--- config.mk ---
export PLATFORM = sky130hd
export DESIGN_NAME = mips_cpu_hilo_muldiv
export DESIGN_NICKNAME = d
export VERILOG_FILES = /design/src/rtl/mips_cpu_pkg.sv /design/src/rtl/mips_cpu_muldiv_step.sv /design/src/rtl/mips_cpu_hilo_muldiv.sv
export SDC_FILE = /design/constraint.sdc
export NUM_CORES = 1
export LEC_CHECK = 0
export ABC_AREA = 0
export CAP_MARGIN = 20
export CORE_MARGIN = 4
export CORE_UTILIZATION = 60
export DETAILED_ROUTE_END_ITERATION = 8
export DONT_BUFFER_PORTS = 1
export PLACE_DENSITY = 0.76
export SETUP_SLACK_MARGIN = 0.3
export SYNTH_ARGS = -nofsm -noshare
export SYNTH_HDL_FRONTEND = slang
export SYNTH_HIERARCHICAL = 1
export SYNTH_SLANG_ARGS = --single-unit
--- constraint.sdc ---
create_clock -name clk -period 5.5 [get_ports clk]
set_input_delay 1.65 -clock clk [delete_from_list [all_inputs] [get_ports clk]]
set_output_delay 1.65 -clock clk [all_outputs]
set_load 0.03 [all_outputs]
--- src/rtl/mips_cpu_pkg.sv ---
// mips_cpu_pkg
// Shared constants and types for the MIPS CPU core: the ALUOp codes that the
// control decoder emits and the multiply/divide unit consumes, the
// multiply/divide FSM state encoding, and a small magnitude helper.
// No ports (package).
package mips_cpu_pkg;

    localparam logic [4:0] ALUOP_MULT  = 5'd2;
    localparam logic [4:0] ALUOP_DIV   = 5'd3;
    localparam logic [4:0] ALUOP_MULTU = 5'd22;
    localparam logic [4:0] ALUOP_DIVU  = 5'd23;
    localparam logic [4:0] ALUOP_MTHI  = 5'd24;
    localparam logic [4:0] ALUOP_MTLO  = 5'd25;

    typedef enum logic [1:0] {
        IDLE  = 2'd0,
        MUL   = 2'd1,
        DIV   = 2'd2,
        FIXUP = 2'd3
    } muldiv_state_t;

    // Absolute value for signed operands, raw value for unsigned ones.
    // 32'h8000_0000 maps to itself, which is the correct unsigned magnitude.
    function automatic logic [31:0] magnitude(input logic [31:0] value, input logic is_signed);
        return (is_signed && value[31]) ? (~value + 32'd1) : value;
    endfunction

endpackage

--- src/rtl/mips_cpu_muldiv_step.sv ---
// mips_cpu_muldiv_step
// Purely combinational single iteration of the multiply/divide datapath.
//   Multiply: acc = {partial_hi, multiplier}; conditionally add the
//             multiplicand to the upper half, then shift right by one.
//   Divide:   acc = {remainder, dividend/quotient}; shift left by one,
//             trial-subtract the divisor, keep the result if no borrow and
//             shift the quotient bit in at the bottom.
// Ports:
//   is_div   in  1   select divide step (1) or multiply step (0)
//   acc      in  64  current accumulator
//   operand  in  32  multiplicand or divisor magnitude
//   acc_next out 64  accumulator after one step
module mips_cpu_muldiv_step (
    input  logic        is_div,
    input  logic [63:0] acc,
    input  logic [31:0] operand,
    output logic [63:0] acc_next
);

    logic [32:0] sum;
    logic [32:0] rem_shift;
    logic [32:0] diff;

    // The remainder is always below the divisor, so the shifted remainder
    // fits 33 bits and bit 32 of the difference is a clean borrow flag.
    always_comb begin
        sum       = {1'b0, acc[63:32]} + (acc[0] ? {1'b0, operand} : 33'd0);
        rem_shift = acc[63:31];
        diff      = rem_shift - {1'b0, operand};
        if (is_div) begin
            if (diff[32]) begin
                acc_next = {rem_shift[31:0], acc[30:0], 1'b0};
            end else begin
                acc_next = {diff[31:0], acc[30:0], 1'b1};
            end
        end else begin
            acc_next = {sum, acc[31:1]};
        end
    end

endmodule

--- src/rtl/mips_cpu_hilo_muldiv.sv ---
// mips_cpu_hilo_muldiv
// Multi-cycle multiply/divide unit with the HI/LO register pair.
// Handles MULT, MULTU, DIV, DIVU, MTHI and MTLO; iterative ops take 32 step
// cycles plus one FIXUP cycle that applies signs and writes HI/LO.
// Optional build macro: MIPS_MULDIV_FAST_MULT_EN -- multiplies complete
// combinationally at the accept edge; divide stays iterative.
// Ports:
//   clk               in  1   rising-edge clock
//   rst_n             in  1   asynchronous active-low reset
//   CtrlALUOp         in  5   operation code
//   CtrlSpcRegWriteEn in  1   request valid
//   CtrlHiLoRead      in  1   current instruction is MFHI/MFLO
//   A                 in  32  rs value
//   B                 in  32  rt value
//   ALUHi             out 32  HI register
//   ALULo             out 32  LO register
//   Busy              out 1   operation in flight (registered)
//   Stall             out 1   hold the pipeline
module mips_cpu_hilo_muldiv
    import mips_cpu_pkg::*;
(
    input  logic        clk,
    input  logic        rst_n,
    input  logic [4:0]  CtrlALUOp,
    input  logic        CtrlSpcRegWriteEn,
    input  logic        CtrlHiLoRead,
    input  logic [31:0] A,
    input  logic [31:0] B,
    output logic [31:0] ALUHi,
    output logic [31:0] ALULo,
    output logic        Busy,
    output logic        Stall
);

    muldiv_state_t state, state_next;
    logic [5:0]    counter, counter_next;
    logic [63:0]   acc, acc_next, step_acc, product;
    logic [31:0]   operand, operand_next;
    logic [31:0]   hi, hi_next, lo, lo_next;
    logic          qneg, qneg_next, rneg, rneg_next, op_div, op_div_next;
    logic          is_signed, op_valid, accept;
    logic [31:0]   mag_a, mag_b;
`ifdef MIPS_MULDIV_FAST_MULT_EN
    logic [63:0]   ext_a, ext_b, fast_prod;
`endif

    assign is_signed = (CtrlALUOp == ALUOP_MULT) || (CtrlALUOp == ALUOP_DIV);
    assign op_valid  = (CtrlALUOp == ALUOP_MULT) || (CtrlALUOp == ALUOP_MULTU) ||
                       (CtrlALUOp == ALUOP_DIV)  || (CtrlALUOp == ALUOP_DIVU)  ||
                       (CtrlALUOp == ALUOP_MTHI) || (CtrlALUOp == ALUOP_MTLO);
    assign accept    = CtrlSpcRegWriteEn && (state == IDLE) && op_valid;
    assign mag_a     = magnitude(A, is_signed);
    assign mag_b     = magnitude(B, is_signed);
    assign product   = qneg ? (~acc + 64'd1) : acc;

`ifdef MIPS_MULDIV_FAST_MULT_EN
    // Sign-extending to 64 bits makes one unsigned multiply serve both MULT and MULTU.
    assign ext_a     = {{32{is_signed & A[31]}}, A};
    assign ext_b     = {{32{is_signed & B[31]}}, B};
    assign fast_prod = ext_a * ext_b;
`endif

    mips_cpu_muldiv_step u_step (
        .is_div   (state == DIV),
        .acc      (acc),
        .operand  (operand),
        .acc_next (step_acc)
    );

    // Next-state and datapath update; qneg doubles as the product sign flag.
    always_comb begin
        state_next   = state;
        counter_next = counter;
        acc_next     = acc;
        operand_next = operand;
        qneg_next    = qneg;
        rneg_next    = rneg;
        op_div_next  = op_div;
        hi_next      = hi;
        lo_next      = lo;
        case (state)
            IDLE: begin
                if (accept) begin
                    case (CtrlALUOp)
                        ALUOP_MTHI: hi_next = A;
                        ALUOP_MTLO: lo_next = A;
                        ALUOP_MULT, ALUOP_MULTU: begin
`ifdef MIPS_MULDIV_FAST_MULT_EN
                            hi_next = fast_prod[63:32];
                            lo_next = fast_prod[31:0];
`else
                            state_next   = MUL;
                            counter_next = 6'd0;
                            acc_next     = {32'd0, mag_b};
                            operand_next = mag_a;
                            qneg_next    = is_signed & (A[31] ^ B[31]);
                            rneg_next    = 1'b0;
                            op_div_next  = 1'b0;
`endif
                        end
                        ALUOP_DIV, ALUOP_DIVU: begin
                            if (B == 32'd0) begin
                                hi_next = A;
                                lo_next = 32'hFFFF_FFFF;
                            end else begin
                                state_next   = DIV;
                                counter_next = 6'd0;
                                acc_next     = {32'd0, mag_a};
                                operand_next = mag_b;
                                qneg_next    = is_signed & (A[31] ^ B[31]);
                                rneg_next    = is_signed & A[31];
                                op_div_next  = 1'b1;
                            end
                        end
                        default: ;
                    endcase
                end
            end
            MUL, DIV: begin
                acc_next     = step_acc;
                counter_next = counter + 6'd1;
                if (counter == 6'd31) begin
                    state_next = FIXUP;
                end
            end
            FIXUP: begin
                if (op_div) begin
                    lo_next = qneg ? (~acc[31:0] + 32'd1) : acc[31:0];
                    hi_next = rneg ? (~acc[63:32] + 32'd1) : acc[63:32];
                end else begin
                    hi_next = product[63:32];
                    lo_next = product[31:0];
                end
                state_next   = IDLE;
                counter_next = 6'd0;
            end
            default: state_next = IDLE;
        endcase
    end

    // State register; Busy is registered from the next state so it rises at the accept edge.
    always_ff @(posedge clk or negedge rst_n) begin
        if (!rst_n) begin
            state   <= IDLE;
            counter <= 6'd0;
            acc     <= 64'd0;
            operand <= 32'd0;
            qneg    <= 1'b0;
            rneg    <= 1'b0;
            op_div  <= 1'b0;
            hi      <= 32'd0;
            lo      <= 32'd0;
            Busy    <= 1'b0;
        end else begin
            state   <= state_next;
            counter <= counter_next;
            acc     <= acc_next;
            operand <= operand_next;
            qneg    <= qneg_next;
            rneg    <= rneg_next;
            op_div  <= op_div_next;
            hi      <= hi_next;
            lo      <= lo_next;
            Busy    <= (state_next != IDLE);
        end
    end

    assign ALUHi = hi;
    assign ALULo = lo;
    assign Stall = Busy & (CtrlSpcRegWriteEn | CtrlHiLoRead);

endmodule

### Word level (Yosys, flattened, before mapping)

Cells that the tools add are included.

* add/sub/neg operators: 8
* equality and inequality tests: 17
* mux-type cells: 39
* bitwise operators: 10
* reduce and logical (&&, ||, !) cells: 24

Operators with widths (count)
* 32-bit 2-to-1 mux: 12
* 64-bit 2-to-1 mux: 5
* 32-bit case mux with 2 select lines: 5
* 64-bit case mux with 2 select lines: 2
* 32-bit by 1-bit adder with 32-bit output (second input constant): 4
* 32-bit NOT: 4
* 64-bit by 1-bit adder with 64-bit output (second input constant): 1
* 64-bit NOT: 1
* 32-bit by 33-bit adder with 33-bit output: 1
* 33-bit by 32-bit subtractor with 33-bit output: 1
* 32-bit zero test: 1
* 5-bit == test (second input constant): 4
* 6-bit case mux with 3 select lines: 1
* 4-bit AND reduction: 4
* 6-bit 2-to-1 mux: 2
* 6-bit case mux with 2 select lines: 1
* 5-bit by 2-bit == test with 1-bit output (second input constant): 2
* 2-bit nonzero test: 4
* 6-bit by 1-bit adder with 6-bit output (second input constant): 1
* 6-bit by 5-bit == test with 1-bit output (second input constant): 1
* 1-bit logical OR: 6
* 2-bit 2-to-1 mux: 3
* 3-bit by 2-bit inequality test with 1-bit output (second input constant): 2
* 3-bit inequality test (second input constant): 2
* other kinds (15): 28

* register bits after elaboration: 172
* bits of input ports: 73
* output and inout port bits: 66
* logic and storage cells: 108

### Logic depth before layout (Yosys ltp)

Gate-level depths: netlist (run 1).

* depth in word-level cells: 10
* depth in mapped cells: 16
* gate-level depth less buffers: 15

### Modules after synthesis

The synthesis (run 1) kept the hierarchy.

Modules (own cells, without submodules)
* mips_cpu_hilo_muldiv: times used 1, cells an instance 1343, area each 11210.8 sq um, seq. area each 4304.1 sq um
* mips_cpu_muldiv_step: times used 1, cells an instance 663, area each 4590.7 sq um, seq. area each 0.0 sq um

### Worst setup path before layout (run 1)

No wires, ideal clock.

* kind: input -> register
* start: input port A[1]
* end: register operand[26]
* library setup time: 0.126 ns
* data arrival time: 3.853 ns
* data required time: 5.374 ns
* slack: 1.521 ns
* stages: 9
* path buffers: 0
* cells stage by stage: inv_1 > ha_1 > or4b_4 > or2_0 > or4_4 > o31ai_1 > xor2_1 > nor2_1 > a221o_1

* word-level cells in the longest chain between the ends: 4

RTL lines
* start: declaration: RTL line mips_cpu_hilo_muldiv.sv:27 `input logic [31:0] A,`
* 32-bit NOT: RTL line mips_cpu_pkg.sv:25 `return (is_signed && value[31]) ? (~value + 32'd1) : value;`
* 32-bit by 1-bit adder with 32-bit output: RTL line mips_cpu_pkg.sv:25
* 32-bit 2-to-1 mux: RTL line mips_cpu_pkg.sv:25
* 32-bit case mux with 2 select lines: RTL line mips_cpu_hilo_muldiv.sv:84 `case (CtrlALUOp)`
* end signal: assignment: RTL line mips_cpu_hilo_muldiv.sv:158 `operand <= operand_next;`
* end: declaration: RTL line mips_cpu_hilo_muldiv.sv:38 `logic [31:0] operand, operand_next;`

No other way between the ends.
A chain may end at the register's enable or synchronous reset.

### Worst setup path in the final report (run 1)

* start: register acc[0]
* end: register acc[57]

* word-level cells in the longest chain between the ends: 4

RTL lines
* start: declaration: RTL line mips_cpu_hilo_muldiv.sv:37 `logic [63:0] acc, acc_next, step_acc, product;`
* start signal: assignment: RTL line mips_cpu_hilo_muldiv.sv:157 `acc <= acc_next;`
* 32-bit 2-to-1 mux: RTL line mips_cpu_muldiv_step.sv:27 `sum = {1'b0, acc[63:32]} + (acc[0] ? {1'b0, operand} : 33'd0);`
* 32-bit by 33-bit adder with 33-bit output: RTL line mips_cpu_muldiv_step.sv:27
* 64-bit 2-to-1 mux: RTL line mips_cpu_muldiv_step.sv:30 `if (is_div) begin`
* via step_acc[57]: RTL line mips_cpu_hilo_muldiv.sv:37
* 64-bit case mux with 2 select lines: RTL line mips_cpu_hilo_muldiv.sv:81 `case (state)`

The timed path passes the listed nets, and every way through them passes these cells.

==> results of run 1 <==
[area by class of cell]
class	instances	area share
clock buffers	17	0.0257
clock inverters	15	0.00871
inverters	72	0.0164
multi-input cells	1648	0.652
flip-flops and latches	172	0.261
well taps	335	0.0254
repair buffers	22	0.0115
[cells in the mapped netlist, drive strengths merged (25+ instances only)]
master / n
dfrtp: 172
nor2: 126
ha: 73
o21ai: 168
xor2: 69
and2: 48
nand2: 279
inv: 72
o22ai: 28
nor3: 50
o31ai: 30
mux2: 36
nand3: 70
nor4: 25
clkbuf: 82
a31oi: 44
a21o: 40
buf: 32
a21oi: 135
xnor2: 104
mux2i: 47
[metrics by stage]
stage | utilization | worst slack (ns) | area (um^2) | std cells
finish | 0.636 | 1.20 | 16500 | 2281
global route | 0.636 | 0.935 | 16500 | 2281
CTS | 0.636 | 1.28 | 16500 | 2281
detailed placement | 0.614 | 0.822 | 16000 | 2249
global placement | 0.614 | 0.917 | 16000 | 2249
floorplan | - | 1.52 | 15800 | 2006
[kinds of logic after synthesis]
logic type	count (synthesis)
XOR/XNOR	173
adder cells (fa/ha/maj)	75
flip-flops	172
multiplexers	83
AO/OA/AOI/OAI	595
AND/OR/NAND/NOR	722
buffers and inverters	186
[registers in the layout, summed over array words and instances (netlist names)]
register and flops:
rneg 1, qneg 1, operand 32, ALULo 32, ALUHi 32, op_div 1
acc 64, Busy 1, counter 6, state 2
[report_power, final]
group	internal, mW	total, mW	switching (mW)
Combinational	2.65	6.83	4.19
Clock	0.600	1.20	0.601
Sequential	1.81	3.23	1.42
[how the worst max path moves through the flow]
stage / to / cells past startpoint
3_3_place_gp: acc[27] / 10
2_1_floorplan: operand[26] / 9
3_5_place_dp: acc[19] / 10
6_report: acc[57] / 13
5_1_grt: acc[55] / 13
4_1_cts: acc[55] / 15
[worst reg2reg max path, stage by stage (launching register included)]
cell	delay (ns)
dfrtp_1	0.95
and2_1	0.25
ha_1	0.22
fa_1	0.22
a21oi_1	0.11
o2111ai_1	0.34
nand3_1	0.25
o21ai_0	0.56
nor3b_1	0.52
a21boi_0	0.20
xor2_1	0.18
a22oi_1	0.21
nand3_1	0.10
nand2_1	0.12
[metal layers]
layer,vias to the layer above,wire [um],GRT usage
met3,138,6590,0.101
met4,0,2060,0.119
met1,7366,22500,0.512
met5,-,0,0
li1,7102,-,-
met2,970,22500,0.524
==> results_dict.tcl, run 1 <==
set metrics [dict create \
    grt_max_degree 173 \
    slew_violations 0 \
    reg2reg_to "acc[57]" \
    detail_route.wl_per_cell_um 23.5 \
    cp_top_family "compound AO/OA/AOI/OAI gates" \
    num_rows 59 \
    finalCritPeriodShare 0.781 \
    start_kind "flip-flop" \
    drive_gt1_frac 0.0719 \
    post_cts_buffers 0 \
    cp_cell_sequence "and2_1 -> ha_1 -> fa_1 -> a21oi_1 -> o2111ai_1 -> nand3_1 -> o21ai_0 -> nor3b_1 -> a21boi_0 -> xor2_1 -> a22oi_1 -> nand3_1 -> nand2_1" \
    die_w_um 170 \
    finalPower_mw 11.3 \
    cp.arrival_ns 4.69 \
    cp-startpoint "acc[0]" \
    fillers 2296 \
    grt_pass1_vias 14100 \
    grt_pass1_wl_um 81500 \
    dr.pass1.iters 9 \
    synth_xor_area_frac 0.0976 \
    antenna_found_initial 0 \
    hp-start "counter[5]" \
    clockRootBuffer "clkbuf_16" \
    multi_input_area_um2 10800 \
    postRouteAntennaNets 0 \
    mostFrequentLayoutCell "nand2_1" \
    timing.hold.ws_ns 0.487 \
    path_clk_slew_ns 0.08 \
    drv_cap 0 \
    hold_path_depth 1 \
    cts_tree "yes" \
    ctsHoldBuffers 0 \
    worst_ir_drop_vdd_mv 0.409 \
    synth_fp_nets 2154 \
    skew_ns 0.0163 \
    hold_violations 0 \
    coreArea_um2 26000 \
    cp_max_fo 23 \
    power.density_nw_per_um2 682 \
    status "finished clean" \
    insertion_delay_ns 0.46 \
    post_synth_fa_ha_maj_area_fraction 0.0603 \
    crit_path_frequent_cell "nand3_1" \
    yosys.area.top_type "dfrtp_1" \
    regArea_um2 4300 \
    leakagePower_nw 7.02 \
    path_class "flip-flop to flip-flop" \
    die-area_um2 29000 \
    place.gp.congestion 0.993 \
    routed_via_density 6.83 \
    initial_utilization 0.608 \
    cp_num_buf_inv 0 \
    max-slew-margin-rel 0.316 \
    vias 15600 \
    syn_avg_cell_area_um2 7.88 \
    synth_compound_area_frac 0.244 \
    htreeDepth 4 \
    synth_seq_cells 172 \
    netlist_area_um2 15800 \
    area_delta_synth_final_pct 4.56 \
    synth_top_family_by_area "compound AO/OA/AOI/OAI gates" \
    ys_seq_area_frac 0.272 \
    pin_count 139 \
    remaining_drc_errors 0 \
    setup_tns_ns 0 \
    wl_um 53700 \
    grt.overflow.total 0 \
    ys_types 94 \
    holdPathEnd "counter[5]" \
    io_buffers 0 \
    tightestPinTransition_ns 1.03 \
    synthMuxAreaShare 0.0554 \
    clk_path_buf_depth 2 \
    rrSetupSlack_ns 1.20 \
    fin_crit_ns 4.30 \
    cp.required_ns 5.90 \
    fmax_ghz 0.233 \
    synthCells 2006 \
    ys_warn_count 6 \
    synth_enable_flop_cells 0 \
    end_kind "flip-flop" \
    hold_class "flip-flop to flip-flop" \
    dp_hpwl_um 40900 \
    slowest_delay_ns 0.95 \
    final_cell_mix "278 x nand2_1, 172 x dfrtp_1, 141 x o21ai_0" \
    synth.top_cell.area_share 0.272 \
    diodes 0 \
    grt_usage 0.358 \
    cts.sinks 172 \
    synthTopCellsByArea "dfrtp_1 27%, nand2_1 6.6%, ha_1 5.8%" \
    setup_viol 0 \
    slowest_stage "dfrtp_1" \
    cts_buffers 17 \
    r2r_start "acc[0]" \
    dr.first_iter.drc_count 2263 \
    die_h_um 170 \
    synthSimpleGateAreaFrac 0.221 \
    nets 2081 \
    rsz0062_at_grt "false" \
    r2r_cells 13 \
    cts_resized 0 \
    ys.flop_type "dfrtp_1" \
    async_flop_share 1.00 \
]
Note: power is estimated with default switching activity, not from simulation.
==> run 2, diff against run 1 <==
Settings changed: PLACE_DENSITY 0.76 to 0.79.
Clock period 5.5 ns to 3.8 ns, I/O delays scaled along.
==> run 2 against run 1 <==
Compared with the run above: worst hold slack got worse by 0.12 ns; critical path type unchanged; non-clock buffer count increased by 64; register-to-register slack got worse by 0.91 ns; sequential power increased by 36%; global-route usage increased by 1.4 points; largest power group unchanged.
==> results_dict.tcl, run 2 (synthesis gave the netlist of run 1 again) <==
set metrics [dict create \
    postRouteAntennaNets 0 \
    nets 2145 \
    cp_num_buf_inv 3 \
    cts_buffers 17 \
    die_w_um 170 \
    dr.pass1.iters 6 \
    vias 16200 \
    remaining_drc_errors 0 \
    grt_max_degree 173 \
    pin_count 139 \
    status "finished clean" \
    io_buffers 0 \
    p_sw_frac 0.539 \
    finalCritPeriodShare 0.921 \
    grt_pass1_wl_um 84700 \
    pwr-share-comb 0.646 \
    die-area_um2 29000 \
    htreeDepth 4 \
    worst_ir_drop_vdd_mv 0.546 \
    dp_hpwl_um 42000 \
    wl_um 56300 \
    end_kind "flip-flop" \
    area_delta_synth_final_pct 8.77 \
    final_util 0.661 \
    postPlaceCellArea_um2 16400 \
    stdcell_area_um2 17200 \
    cp_max_fo 13 \
    power_frac_clock 0.103 \
    max-slew-margin-rel 0.311 \
    insertion_delay_ns 0.45 \
    cp.arrival_ns 3.80 \
    coreArea_um2 26000 \
    cp_cell_sequence "ha_1 -> fa_2 -> nand2b_4 -> a21oi_2 -> o21ai_2 -> o21ai_2 -> buf_4 -> a31oi_4 -> a21oi_4 -> buf_4 -> xnor2_4 -> buf_12 -> a21oi_1 -> nand2_1 -> o21ai_0 -> nand2_1 -> o21ai_0" \
    fin_crit_ns 3.50 \
    grt_pass1_vias 14800 \
    detail_route.wl_per_cell_um 24.0 \
    slowest_stage "dfrtp_2" \
    path_class "flip-flop to flip-flop" \
    dr.first_iter.drc_count 2480 \
    cp_top_family "compound AO/OA/AOI/OAI gates" \
    start_kind "flip-flop" \
    num_rows 59 \
    clockRootBuffer "clkbuf_16" \
    cp.required_ns 4.10 \
    rsz0062_at_grt "true" \
    setup_viol 0 \
    die_h_um 170 \
    fmax_ghz 0.286 \
    regMostFlops "acc" \
    leakagePower_nw 7.41 \
    antenna_found_initial 0 \
    tightestPinTransition_ns 1.03 \
    pwr-share-seq 0.251 \
    clk_path_buf_depth 2 \
    dp_slack_ns 0.151 \
    routed_via_density 6.91 \
    p_int_mw 8.05 \
    setup_tns_ns 0 \
    hold_violations 0 \
    ctsHoldBuffers 0 \
    finalWorstSetupSlack_ns 0.300 \
    path_clk_slew_ns 0.09 \
    switching_power_mw 9.42 \
    initial_utilization 0.608 \
    slowest_delay_ns 0.45 \
    hold_class "primary input to async pin" \
    final_cell_mix "277 x nand2_1, 165 x dfrtp_1, 140 x o21ai_0" \
    place.gp.congestion 1.01 \
    skew_ns 0.0269 \
    grt_usage 0.372 \
    power.density_nw_per_um2 1020 \
    grt.overflow.total 0 \
    drive_gt1_frac 0.110 \
    cts_tree "yes" \
    slew_violations 0 \
    mostFrequentLayoutCell "nand2_1" \
    drv_cap 0 \
    largest_reg_flops 64 \
    cts.sinks 172 \
]
[run 2: cell count changes in the layout (fill, tap and decap cells not counted), sizes merged]
cell and delta:
clkinvlp -2, clkbuf +4, inv -1, diode +3
buf +61, clkinv +2
[run 2: cell type report]
| type | count | area [um^2] |
|---|---|---|
| repair buffers | 86 | 764 |
| multi-input cells | 1648 | 10800 |
| fillers | 2226 | 8800 |
| inverters | 72 | 270 |
| flip-flops and latches | 172 | 4310 |
| clock inverters | 14 | 145 |
| well taps | 335 | 419 |
| clock buffers | 18 | 439 |
| diodes | 3 | 7.51 |
[run 2: per-layer routing]
layer | GRT usage | wire length [um]
met1 | 0.510 | 22400
met2 | 0.552 | 24000
met3 | 0.104 | 7280
met4 | 0.158 | 2600
met5 | 0 | 0
[run 2: what timing repair did]
action	CTS	global route
gates cloned	0	3
pin swaps	1	6
gates resized for setup	0	22
endpoints found under the setup margin	3	33
buffers inserted	1	2
[run 2: power by group through the flow]
stage	combinational, mW	sequential, mW	clock, mW
final	11.3	4.39	1.81
after global routing	12.2	4.48	1.87
after CTS	10.4	4.34	1.80
after detailed placement	10.3	4.38	0
after global placement	10.1	4.34	0
after floorplan	7.67	4.07	0
[run 2: worst paths after layout]
kind | from | to | slack [ns] | depth (start not counted)
setup / recovery | operand[0] | acc[0] | 0.30 | 17
hold / removal | rst_n | acc[60] | 0.37 | 0
setup reg to reg | operand[0] | acc[0] | 0.30 | 17
hold reg to reg | counter[5] | counter[5] | 0.48 | 1
max in group asynchronous | rst_n | acc[52] | 3.09 | 0
min in group clk | counter[5] | counter[5] | 0.48 | 1
[run 2: worst reg2reg max path: stages, from the launching register on]
cell	delay (ns)
dfrtp_2	0.45
ha_1	0.24
fa_2	0.38
nand2b_4	0.17
a21oi_2	0.18
o21ai_2	0.12
o21ai_2	0.15
buf_4	0.16
a31oi_4	0.13
a21oi_4	0.24
buf_4	0.17
xnor2_4	0.15
buf_12	0.20
a21oi_1	0.10
nand2_1	0.12
o21ai_0	0.16
nand2_1	0.13
o21ai_0	0.09
[run 2: metrics by stage]
stage	hold slack, ns	cells	total power, mW
6_report	0.372	2348	17.5
5_1_grt	0.360	2345	18.5
4_1_cts	0.368	2340	16.6
3_5_place_dp	0.464	2307	14.7
3_3_place_gp	0.462	2307	14.4
2_1_floorplan	0.446	2006	11.7
